`src/rtl/puck_pkg.sv`:
```
// ----------------------------------------------------------------------------
// puck_pkg
// Shared constants for the UART transmit arbiter.
//   - Sequencer state encoding (2-bit, legacy-compatible constants).
//   - Requester ids: REQ_MON (monitor) and REQ_CPU (CPU).
// ----------------------------------------------------------------------------
package puck_pkg;

    localparam logic [1:0] ST_IDLE       = 2'd0;
    localparam logic [1:0] ST_SEND       = 2'd1;
    localparam logic [1:0] ST_WAIT_START = 2'd2;
    localparam logic [1:0] ST_WAIT_DONE  = 2'd3;

    localparam logic REQ_MON = 1'b0;
    localparam logic REQ_CPU = 1'b1;

endpackage

```
`src/rtl/txarb_fifo.sv`:
```
// ----------------------------------------------------------------------------
// txarb_fifo
// Per-requester byte FIFO feeding the UART transmit arbiter.
// Ports:
//   clk, rst  : clock, asynchronous active-high reset
//   push, din : push strobe and byte; dropped when full
//   pop       : remove the head entry (ignored when empty)
//   full      : FIFO holds DEPTH entries
//   empty     : FIFO holds no entries
//   overflow  : sticky, set when a push is dropped; cleared only by reset
//   head      : oldest entry (valid while not empty)
// ----------------------------------------------------------------------------
module txarb_fifo #(
    parameter int DEPTH = 4,
    parameter int PTR_W = $clog2(DEPTH)
) (
    input  logic       clk,
    input  logic       rst,
    input  logic       push,
    input  logic [7:0] din,
    input  logic       pop,
    output logic       full,
    output logic       empty,
    output logic       overflow,
    output logic [7:0] head
);

    localparam logic [PTR_W:0] FULL_CNT = (PTR_W + 1)'(DEPTH);

    logic [7:0]       mem [DEPTH];
    logic [PTR_W-1:0] wr_ptr;
    logic [PTR_W-1:0] rd_ptr;
    logic [PTR_W:0]   count;
    logic             push_ok;
    logic             pop_ok;

    assign full  = (count == FULL_CNT);
    assign empty = (count == '0);
    assign head  = mem[rd_ptr];

    // Full is judged on the pre-pop count, so a push into a full FIFO is
    // dropped even when the same edge frees an entry.
    assign push_ok = push && !full;
    assign pop_ok  = pop && !empty;

    // Pointers are PTR_W bits wide and DEPTH is a power of two, so they
    // wrap modulo DEPTH by natural overflow.
    always_ff @(posedge clk or posedge rst) begin
        if (rst) begin
            wr_ptr   <= '0;
            rd_ptr   <= '0;
            count    <= '0;
            overflow <= 1'b0;
        end else begin
            if (push_ok) wr_ptr <= wr_ptr + 1'b1;
            if (pop_ok)  rd_ptr <= rd_ptr + 1'b1;
            case ({push_ok, pop_ok})
                2'b10:   count <= count + 1'b1;
                2'b01:   count <= count - 1'b1;
                default: count <= count;
            endcase
            if (push && full) overflow <= 1'b1;
        end
    end

    // Storage carries data only and needs no reset.
    always_ff @(posedge clk) begin
        if (push_ok) mem[wr_ptr] <= din;
    end

endmodule

```
`src/rtl/uart_tx_arbiter.sv`:
```
// ----------------------------------------------------------------------------
// uart_tx_arbiter
// Shares one UART transmitter between requester 0 (monitor) and requester 1
// (CPU). Each requester pushes into a private FIFO; a four-state sequencer
// pops one byte at a time, pulses transmit and waits for the UART to finish.
//
// Configuration macro: TXARB_PRIORITY_EN
//   defined     -> fixed priority, requester 0 wins whenever it is eligible
//   not defined -> round-robin between requesters on ties
//
// Ports:
//   clk, rst            : clock, asynchronous active-high reset
//   reqN_byte           : requester N data byte
//   reqN_transmit       : requester N one-cycle push strobe
//   reqN_full           : requester N FIFO holds DEPTH entries
//   reqN_busy           : requester N FIFO non-empty or its byte in flight
//   reqN_overflow       : sticky, requester N push was dropped
//   tx_byte             : byte driven to the UART
//   transmit            : one-cycle start pulse to the UART
//   is_transmitting     : UART busy flag
//   grant               : requester owning the current or last byte
// ----------------------------------------------------------------------------
module uart_tx_arbiter
    import puck_pkg::*;
#(
    parameter int DEPTH = 4,
    parameter int PTR_W = $clog2(DEPTH)
) (
    input  logic       clk,
    input  logic       rst,
    input  logic [7:0] req0_byte,
    input  logic       req0_transmit,
    output logic       req0_full,
    output logic       req0_busy,
    output logic       req0_overflow,
    input  logic [7:0] req1_byte,
    input  logic       req1_transmit,
    output logic       req1_full,
    output logic       req1_busy,
    output logic       req1_overflow,
    output logic [7:0] tx_byte,
    output logic       transmit,
    input  logic       is_transmitting,
    output logic       grant
);

    logic [1:0] state;
    logic       empty0, empty1;
    logic [7:0] head0, head1;
    logic       pop0, pop1;
    logic       sel;
    logic       start;

    txarb_fifo #(.DEPTH(DEPTH), .PTR_W(PTR_W)) u_fifo0 (
        .clk      (clk),
        .rst      (rst),
        .push     (req0_transmit),
        .din      (req0_byte),
        .pop      (pop0),
        .full     (req0_full),
        .empty    (empty0),
        .overflow (req0_overflow),
        .head     (head0)
    );

    txarb_fifo #(.DEPTH(DEPTH), .PTR_W(PTR_W)) u_fifo1 (
        .clk      (clk),
        .rst      (rst),
        .push     (req1_transmit),
        .din      (req1_byte),
        .pop      (pop1),
        .full     (req1_full),
        .empty    (empty1),
        .overflow (req1_overflow),
        .head     (head1)
    );

`ifdef TXARB_PRIORITY_EN
    assign sel = !empty0 ? REQ_MON : REQ_CPU;
`else
    logic last_grant;

    // On a tie the requester that did not own the previous byte wins.
    assign sel = (!empty0 && !empty1) ? !last_grant :
                 (!empty0 ? REQ_MON : REQ_CPU);

    always_ff @(posedge clk or posedge rst) begin
        if (rst) begin
            last_grant <= REQ_CPU;
        end else if (state == ST_WAIT_DONE && !is_transmitting) begin
            last_grant <= grant;
        end
    end
`endif

    // A new byte is only launched from IDLE while the UART reports idle.
    assign start = (state == ST_IDLE) && !is_transmitting && (!empty0 || !empty1);
    assign pop0  = start && (sel == REQ_MON);
    assign pop1  = start && (sel == REQ_CPU);

    always_ff @(posedge clk or posedge rst) begin
        if (rst) begin
            state    <= ST_IDLE;
            transmit <= 1'b0;
            tx_byte  <= 8'h00;
            grant    <= REQ_MON;
        end else begin
            case (state)
                ST_IDLE: begin
                    if (start) begin
                        tx_byte  <= (sel == REQ_CPU) ? head1 : head0;
                        grant    <= sel;
                        transmit <= 1'b1;
                        state    <= ST_SEND;
                    end
                end
                ST_SEND: begin
                    transmit <= 1'b0;
                    state    <= ST_WAIT_START;
                end
                ST_WAIT_START: begin
                    if (is_transmitting) state <= ST_WAIT_DONE;
                end
                default: begin
                    if (!is_transmitting) state <= ST_IDLE;
                end
            endcase
        end
    end

    assign req0_busy = !empty0 || ((state != ST_IDLE) && (grant == REQ_MON));
    assign req1_busy = !empty1 || ((state != ST_IDLE) && (grant == REQ_CPU));

endmodule

```
`config.mk`:
```
export PLATFORM = sky130hd
export DESIGN_NAME = uart_tx_arbiter
export DESIGN_NICKNAME = d
export VERILOG_FILES = /design/src/rtl/puck_pkg.sv /design/src/rtl/txarb_fifo.sv /design/src/rtl/uart_tx_arbiter.sv
export SDC_FILE = /design/constraint.sdc
export NUM_CORES = 1
export LEC_CHECK = 0
export ABC_AREA = 1
export BUFFER_PORTS_ARGS = -buffer_cell sky130_fd_sc_hd__buf_2
export CAP_MARGIN = 25
export CORE_MARGIN = 2
export CORE_UTILIZATION = 29
export DETAILED_ROUTE_END_ITERATION = 16
export PLACE_DENSITY_LB_ADDON = 0.2
export SLEW_MARGIN = 15
export SYNTH_ARGS = -nofsm -noshare
export SYNTH_HDL_FRONTEND = slang
export SYNTH_HIERARCHICAL = 1
export SYNTH_SLANG_ARGS = --single-unit
export TNS_END_PERCENT = 20
```
`constraint.sdc`:
```
create_clock -name clk -period 3.3 [get_ports clk]
set_input_delay 0.165 -clock clk [delete_from_list [all_inputs] [get_ports clk]]
set_output_delay 0.165 -clock clk [all_outputs]
set_load 0.005 [all_outputs]
```
**Yosys cells after proc, flatten, opt, wreduce, memory -nomap -nowiden**

Memory sizes are Yosys's and may differ from the RTL's.
Index checks and enable logic that the tools add are counted.

- Register bits: 29
- Latch bits: 0
- Memory bits (writable): 64
- ROM bits: 0
- Bits of input ports: 21
- Output and inout bits: 16
- Word-level logic and storage cells: 85
- Memories: 2

- Add/sub/neg operators: 8
- $mul: 0
- Div/mod/pow operators: 0
- Order comparisons: 0
- Eq/ne operators: 12
- Shifts and indexed selects: 0
- Muxes and demuxes: 15
- Bitwise operators: 2
- Reductions and logical operators: 33

Memories:

| name | depth | bits a word | rd ports | clocked after memory_dff | write ports | line | text |
|---|---|---|---|---|---|---|---|
| u_fifo0.mem | 4 | 8 | 1 | 0 | 1 | txarb_fifo.sv:30 | `logic [7:0] mem [DEPTH];` |
| u_fifo1.mem | 4 | 8 | 1 | 0 | 1 | txarb_fifo.sv:30 |  |

Operators with widths:

| operator | number |
|---|---|
| logical AND 1 bit | 14 |
| case mux 3 bit (2 select lines) | 2 |
| adder 2 x 1 -> 2 bit (second input constant) | 4 |
| equality test 2 bit (second input constant) | 4 |
| two-way mux 8 bit | 1 |
| nonzero test 2 bit | 4 |
| two-way mux 1 bit | 7 |
| adder 3 x 1 -> 3 bit (second input constant) | 2 |
| equality test 2 x 1 -> 1 bit (second input constant) | 3 |
| equality test 3 bit (second input constant) | 2 |
| zero test 1 bit | 6 |
| zero test 3 bit | 2 |
| two-way mux 2 bit | 3 |
| case mux 2 bit (3 select lines) | 1 |
| subtractor 3 x 1 -> 3 bit (second input constant) | 2 |
| != test 2 bit (second input constant) | 2 |
| != test 4 x 1 -> 1 bit (second input constant) | 1 |
| AND reduction 2 bit | 2 |
| logical OR 1 bit | 3 |
| AND reduction 3 bit | 1 |
| zero test 2 bit | 1 |
| NOT 1 bit | 2 |
| case mux 1 bit (2 select lines) | 1 |

**Longest topological paths before layout**

Gate-level depths: netlist of the first run.

- Word-level depth: 9
- Depth in mapped cells: 17

**Cells and area by module**

The synthesis of the first run kept the hierarchy.

By module, submodules not included:

| module | instances | cells an instance | area each (sq um) | seq. area each (sq um) |
|---|---|---|---|---|
| txarb_fifo | 2 | 159 | 1791.7 | 1161.1 |
| uart_tx_arbiter | 1 | 106 | 780.7 | 326.6 |

**Worst setup path before layout of the first run**

No wires, ideal clock.

- Kind: register to register
- Start point: register u_fifo1.count[0]
- End point: register u_fifo0.count[2]
- Library setup time: 117 ps
- Arrival time: 2123 ps
- Required time: 3183 ps
- Slack: 1060 ps
- Cell stages (with the launch flop): 17
- Path buffers: 0
- Period minus slack after synthesis: 2240 ps
- Cells stage by stage: dfrtp_1 inv_1 nand3_2 inv_1 inv_1 nand2_2 nand2_2 nor2_1 nand2_1 inv_1 ha_1 inv_1 fa_1 nand2_1 nand3_1 nand2_1 nand2_1

- Cells in the longest elaborated chain, start to end: 9

Ends and longest elaborated chain:

| element | line | text |
|---|---|---|
| start: declaration | txarb_fifo.sv:33 | `logic [PTR_W:0] count;` |
| start signal: assignment | txarb_fifo.sv:58 | `2'b10: count <= count + 1'b1;` |
| start signal: assignment | txarb_fifo.sv:59 | `2'b01: count <= count - 1'b1;` |
| start signal: assignment | txarb_fifo.sv:60 | `default: count <= count;` |
| zero test 3 bit (*) | txarb_fifo.sv:38 | `assign empty = (count == '0);` |
| via empty1 | uart_tx_arbiter.sv:48 | `logic empty0, empty1;` |
| zero test 1 bit (*) | uart_tx_arbiter.sv:84, uart_tx_arbiter.sv:97 |  |
| logical AND 1 bit | uart_tx_arbiter.sv:84 | `assign sel = (!empty0 && !empty1) ? !last_grant :` |
| two-way mux 1 bit | uart_tx_arbiter.sv:84 |  |
| NOT 1 bit | uart_tx_arbiter.sv:98 | `assign pop0 = start && (sel == REQ_MON);` |
| logical AND 1 bit (*) | uart_tx_arbiter.sv:98 |  |
| via pop0 | uart_tx_arbiter.sv:50 | `logic pop0, pop1;` |
| logical AND 1 bit (*) | txarb_fifo.sv:44 | `assign pop_ok = pop && !empty;` |
| via u_fifo0.pop_ok | txarb_fifo.sv:35 | `logic pop_ok;` |
| equality test 2 x 1 -> 1 bit or equality test 2 bit (tied branches) | txarb_fifo.sv:57 | `case ({push_ok, pop_ok})` |
| case mux 3 bit (2 select lines) or nonzero test 2 bit (tied branches) | -- |  |
| end signal: assignment | txarb_fifo.sv:58 |  |
| end signal: assignment | txarb_fifo.sv:59 |  |
| end signal: assignment | txarb_fifo.sv:60 |  |
| end: declaration | txarb_fifo.sv:33 |  |

The timed path passes the listed nets; every way through them passes the cells marked *.
A chain may end at the register's enable or synchronous reset.

**Final worst setup path of the first run**

Same ends and word-level chain as after synthesis.

==> impl_metrics.toml, run 1 <==
[status]
status = "finished, final reports clean"

[critical_path]
crit_top_cell = "inv_1"
r2r_end = "u_fifo0/count[2]$_DFFE_PP0P_"
worstReg2RegStart = "u_fifo1/count[0]$_DFFE_PP0P_"
cp.required_ns = 3.54
cpMaxStageDelayCell = "dfrtp_1"
cp-startpoint = "u_fifo1/count[0]$_DFFE_PP0P_"
ff2ff_path_depth = 16
crit_path_cell_trace = "inv_1, nand3_2, inv_1, inv_1, nand2_2, nand2_2, nor2_1, nand2_1, inv_1, ha_1, inv_1, fa_1, nand2_1, nand3_1, nand2_1, nand2_1"
max_stage_delay_ns = 0.39
path_max_fanout = 10
worstSetupEndpointType = "flip-flop"
worst_ep_arrival_time_ns = 2.80
crit_path_end = "u_fifo0/count[2]$_DFFE_PP0P_"
start_kind = "flip-flop"
criticalPathCategory = "reg -> reg"
ff2ff_setup_slack_ns = 0.74

[clock_network]
clk_pin_slew_worst_paths_ns = 0.07
cts.sinks = 93
clockBufferDepth = 2
cts-htree-levels = 3
cts_buffers = 9
worstSkewPairLatency_ns = 0.34
cts_root_buf = "clkbuf_16"
cts_tree = "yes"
cts_setup_buffers = 0

[global_routing]
grt_max_degree = 34
antenna_found_initial = 0
grtUsageTotal_pct = 11.87
grt_pass1_wl_um = 14500
overflow = 0
first_global_vias = 2815

[layout]
final_layout_size_suffix_gt1_share_pct = 15.17
syn_to_final_growth_pct = 14.76
diodes = 0
design_area_um2 = 5009
nets = 501

[placed_design]
port_buffers = 36
postPlaceCellArea_um2 = 4676
place_congestion = 0.7487
hpwl_um = 6209

[floorplanning]
initial_core_util_pct = 29.80
num_rows = 44
core_um2 = 14640
fp.dieH_um = 126.7
dieArea_um2 = 16050
io_pins = 37
die_w_um = 126.7

[power_and_ir_drop]
p_total_w = 0.004489
vdd_drop_max_mv = 0.2529
power_density_nw_per_um2 = 896.4
p_leak_nw = 2.334

[timing]
hold_violations = 0
fmax_mhz = 390.4
period_share_pct = 77.62
max_slew_margin_pct = 38.56
period_needed_ns = 2.562
setup_tns_ns = 0
skew_ns = 0.006129
hold_slack_ns = 0.03177
report.final.setup_viol = 0
drv_slew = 0
worstMarginPinSlew_ns = 0.9183
rsz0062_at_grt = "false"

[worst_hold_path]
hp-class = "in -> reg"
hold_path.startpoint = "req0_byte[0]"

[job]
cap_violations = 0

[synthesis]
avgSynthCellArea_um2 = 10.29
yosysWarningCount = 6
ys_seq_elements = 93
synth_area_um2 = 4364
synthDistinctLibCells = 25
synth_seq_area_share_pct = 60.69
synth_cells = 424
syn_nets = 462

[drt]
wl_per_cell_um = 13.33
drt-pass1-iter-count = 4
drcViolationCount = 0
route.final.wire_length_um = 8690
via_count = 2851
routed_via_density = 4.373
drt_iter0_markers = 177
ant_nets = 0
## synthesized netlist by cell type (all sizes together)
master / instances / area share (%)
or2: 1 / 0.14
nor2: 10 / 1.0
a21oi: 3 / 0.34
buf: 7 / 1.6
ha: 15 / 4.3
o211ai: 32 / 5.5
nand4: 2 / 0.29
nand2: 138 / 12
nand3: 26 / 3.6
clkbuf: 2 / 0.63
o21ai: 5 / 0.66
fa: 2 / 0.92
xnor2: 2 / 0.40
edfxtp: 64 / 44
a31oi: 2 / 0.29
dfstp: 1 / 0.60
dfrtp: 28 / 16
inv: 84 / 7.2
## cell type report
class / count / area, µm²
inverter: 84 / 315.3
tap: 184 / 230.2
fill: 1487 / 9635
timing repair buffer: 37 / 190.2
multi-input combinational: 238 / 1301
clock buffer: 10 / 229.0
clock inverter: 6 / 93.84
sequential: 93 / 2649
## how the worst min path moves through the flow
stage / slack (ns) / cells past startpoint / to
after CTS: 0.02 / 1 / u_fifo0/mem[0][0]$_DFFE_PP_
after global routing: 0.02 / 1 / u_fifo0/mem[0][0]$_DFFE_PP_
final: 0.03 / 1 / u_fifo0/mem[2][0]$_DFFE_PP_
after detailed placement: 0.18 / 2 / u_fifo0/count[0]$_DFFE_PP0P_
after floorplan: -0.02 / 1 / u_fifo0/count[0]$_DFFE_PP0P_
after global placement: 0.18 / 2 / u_fifo1/rd_ptr[0]$_DFFE_PP0P_
## flip-flops by register name (all words and copies together), names as in the netlist
name,count
transmit,1
u_fifo1/rd_ptr,2
u_fifo0/wr_ptr,2
u_fifo0/mem,32
u_fifo1/count,3
last_grant,1
u_fifo1/wr_ptr,2
u_fifo0/rd_ptr,2
tx_byte,8
grant,1
state,2
u_fifo0/overflow,1
u_fifo1/mem,32
u_fifo0/count,3
u_fifo1/overflow,1
## power breakdown
part	total, W	leakage [nW]	switching (W)	internal (W)
clock	0.00113	0.159	0.000454	0.000674
sequential	0.00178	0.935	0.000187	0.00159
combinational	0.00159	1.24	0.00106	0.000529
## per-stage QoR
stage	std cells	setup slack [ns]	utilization, %
2_1_floorplan	424	1.060	-
3_3_place_gp	635	0.8583	31.93
3_5_place_dp	635	0.7473	31.93
4_1_cts	652	0.7425	34.20
5_1_grt	652	0.3820	34.20
6_report	652	0.7384	34.20
## cell usage in the layout (no fill, tap or decap), types with 3 or more instances in the layout
master,synthesis,final
o21ai_0,4,4
nor2_1,9,9
buf_2,0,36
nand3_2,5,5
nand2_2,3,3
a21oi_1,3,3
o211ai_1,32,32
inv_1,78,78
clkbuf_16,0,9
dfrtp_1,28,28
inv_2,6,6
nand2_1,133,133
edfxtp_1,64,64
ha_1,15,15
nand3_1,21,21
## per-layer routing
layer  part of all wire [%]  vias up  global-route usage, %
met5                      0        -                      0
met1                     47     1357                  15.27
li1                       -     1448                      -
met2                     48       35                  19.30
met4                    1.8        0                  4.460
met3                    3.7       11                  3.163
## critical path: cells and delay by family, from the launching register on
kind	cells	cell delay [ns]
simple gates	9	1.08
flops	1	0.39
buf+inv	5	0.42
fa+ha+maj	2	0.53
## cell families (layout without fill, tap and decap cells)
group	count (synthesis)	in the layout	synth area share (%)
xor+xnor	2	2	0.4014
fa+ha+maj	17	17	5.218
compound gates	42	42	6.795
buf+inv	93	137	9.490
flops	93	93	60.69
simple gates	177	177	17.40
## timing repair
action	4_1_cts	5_1_grt
hold buffers	1	0
gates resized for setup	0	0
hold endpoints to repair	28	0
Note: power is estimated with default switching activity, not from simulation.
==> run 2, diff against run 1 <==
- clock period: 3.3 -> 2.7 ns (I/O delays scaled with it)
==> impl_metrics.toml, run 2 (synthesis results as in run 1) <==
[clock_network]
cts_tree = "yes"
cts_buffers = 9
cts_setup_buffers = 0
clk_pin_slew_worst_paths_ns = 0.06
cts_root_buf = "clkbuf_16"
cts-htree-levels = 3
worstSkewPairLatency_ns = 0.34
post_cts_resized = 0
clockBufferDepth = 2
cts.sinks = 93

[timing]
setup_tns_ns = 0
fin_ws_ns = 0.3069
period_share_pct = 88.63
worstMarginPinSlew_ns = 0.5197
hold_violations = 0
report.final.setup_viol = 0
fmax_mhz = 417.9
max_slew_margin_pct = 65.32
skew_ns = 0.008719
hold_slack_ns = 0.01442
drv_slew = 0
period_needed_ns = 2.393
rsz0062_at_grt = "false"

[power_and_ir_drop]
switching_power_w = 0.002072
switching_share_pct = 37.42
p_leak_nw = 2.403
power_density_nw_per_um2 = 1079
vdd_drop_max_mv = 0.4073
pwr-share-clk_pct = 24.4
seqPwrFrac_pct = 39.0
p_int_w = 0.003465
power_frac_comb_pct = 36.6

[layout]
syn_to_final_growth_pct = 17.55
diodes = 0
mostFrequentLayoutCells = "133 x nand2_1, 78 x inv_1, 64 x edfxtp_1"
fin_util_pct = 35.03
nFillCells = 1488
reg.largest.list = "u_fifo0/mem: 32 flops, u_fifo1/mem: 32 flops, tx_byte: 8 flops"
nets = 516
final_layout_size_suffix_gt1_share_pct = 16.56
mostFrequentLayoutCell = "nand2_1"

[job]
cap_violations = 0

[drt]
drt_iter0_markers = 141
route.final.wire_length_um = 8806
drt-pass1-iter-count = 4
wl_per_cell_um = 13.20
via_count = 2911
routed_via_density = 4.364
ant_nets = 0
drcViolationCount = 0

[global_routing]
grtUsageTotal_pct = 11.88
grt_max_degree = 34
antenna_found_initial = 0
grt_pass1_wl_um = 14610
overflow = 0
first_global_vias = 2923

[critical_path]
start_kind = "flip-flop"
path_buf_inv = 3
max_stage_delay_ns = 0.42
worstSetupEndpointType = "flip-flop"
crit_path_cell_trace = "inv_1, ha_1, nand3_2, a21oi_1, nand2_1, inv_1, ha_1, inv_1, fa_1, nand2_1, nand3_1, nand2_1, nand2_1"
criticalPathCategory = "reg -> reg"
cp.required_ns = 2.94
path_delay_family = "adder cells"
worst_ep_arrival_time_ns = 2.63
crit_top_cell = "nand2_1"
path_max_fanout = 6
cpMaxStageDelayCell = "dfrtp_1"

[floorplanning]
fp.dieH_um = 126.7
initial_core_util_pct = 29.80
num_rows = 44
io_pins = 37
core_um2 = 14640
dieArea_um2 = 16050
die_w_um = 126.7

[placed_design]
place_ws_ns = 0.2979
port_buffers = 36
place_congestion = 0.7532
hpwl_um = 6205

[status]
status = "finished, final reports clean"

[worst_hold_path]
hp-class = "in -> reg"
-- run 2: cell types whose count changed in the layout (fill, tap and decap cells not counted), sizes merged --
cell         previous run  this run
inv                    87        84
buf                    36        45
clkinv                  1         4
dlygate4sd3             1         7
-- run 2: layout make-up --
| type | count | area [µm²] | share of cell area (%) |
|---|---|---|---|
| Multi-Input combinational cell | 238 | 1301 | 25.37 |
| Inverter | 84 | 315.3 | 6.146 |
| Clock inverter | 6 | 87.58 | 1.707 |
| Clock buffer | 10 | 229.0 | 4.463 |
| Tap cell | 184 | 230.2 | 4.488 |
| Sequential cell | 93 | 2649 | 51.63 |
| Timing Repair Buffer | 52 | 317.8 | 6.195 |
-- run 2: final timing paths --
kind / startpoint / end / slack (ns) / depth (start not counted)
worst max-delay path: state[0]$_DFFE_PP0P_ / u_fifo1/count[2]$_DFFE_PP0P_ / 0.31 / 13
worst min-delay path: req1_byte[3] / u_fifo1/mem[2][3]$_DFFE_PP_ / 0.01 / 1
worst max register to register: state[0]$_DFFE_PP0P_ / u_fifo1/count[2]$_DFFE_PP0P_ / 0.31 / 13
worst min register to register: u_fifo1/overflow$_DFFE_PP0P_ / u_fifo1/overflow$_DFFE_PP0P_ / 0.46 / 2
max in group asynchronous: rst / last_grant$_DFFE_PP1P_ / 1.94 / 3
min in group asynchronous: rst / u_fifo1/rd_ptr[0]$_DFFE_PP0P_ / 0.31 / 3
-- run 2: stage by stage --
step                      total power [W]  cell area [µm²]  instances
after floorplan                  0.003659             4364        424
after global placement           0.004200             4743        644
after detailed placement         0.004238             4743        644
after CTS                        0.005629             5130        667
after global routing             0.006009             5130        667
final                            0.005537             5130        667
-- run 2: metal layers --
metal | global-route usage (%) | wire (µm) | up-vias
li1 | - | - | 1481
met1 | 15.27 | 4278 | 1379
met2 | 19.05 | 4055 | 38
met3 | 2.868 | 262 | 13
met4 | 5.495 | 209 | 0
met5 | 0 | 0 | -
-- run 2: repair_timing --
action | in CTS | in global routing
hold buffers | 7 | 0
endpoints found under the hold margin | 51 | 0
endpoints found under the setup margin | 0 | 0
-- run 2: power by group through the flow --
stage / Clock [W] / Sequential (W) / Combinational [W]
floorplan: 0 / 0.00211 / 0.00155
global placement: 0 / 0.00218 / 0.00202
detailed placement: 0 / 0.00219 / 0.00204
CTS: 0.00139 / 0.00217 / 0.00207
global route: 0.00144 / 0.00221 / 0.00236
finish: 0.00135 / 0.00216 / 0.00203
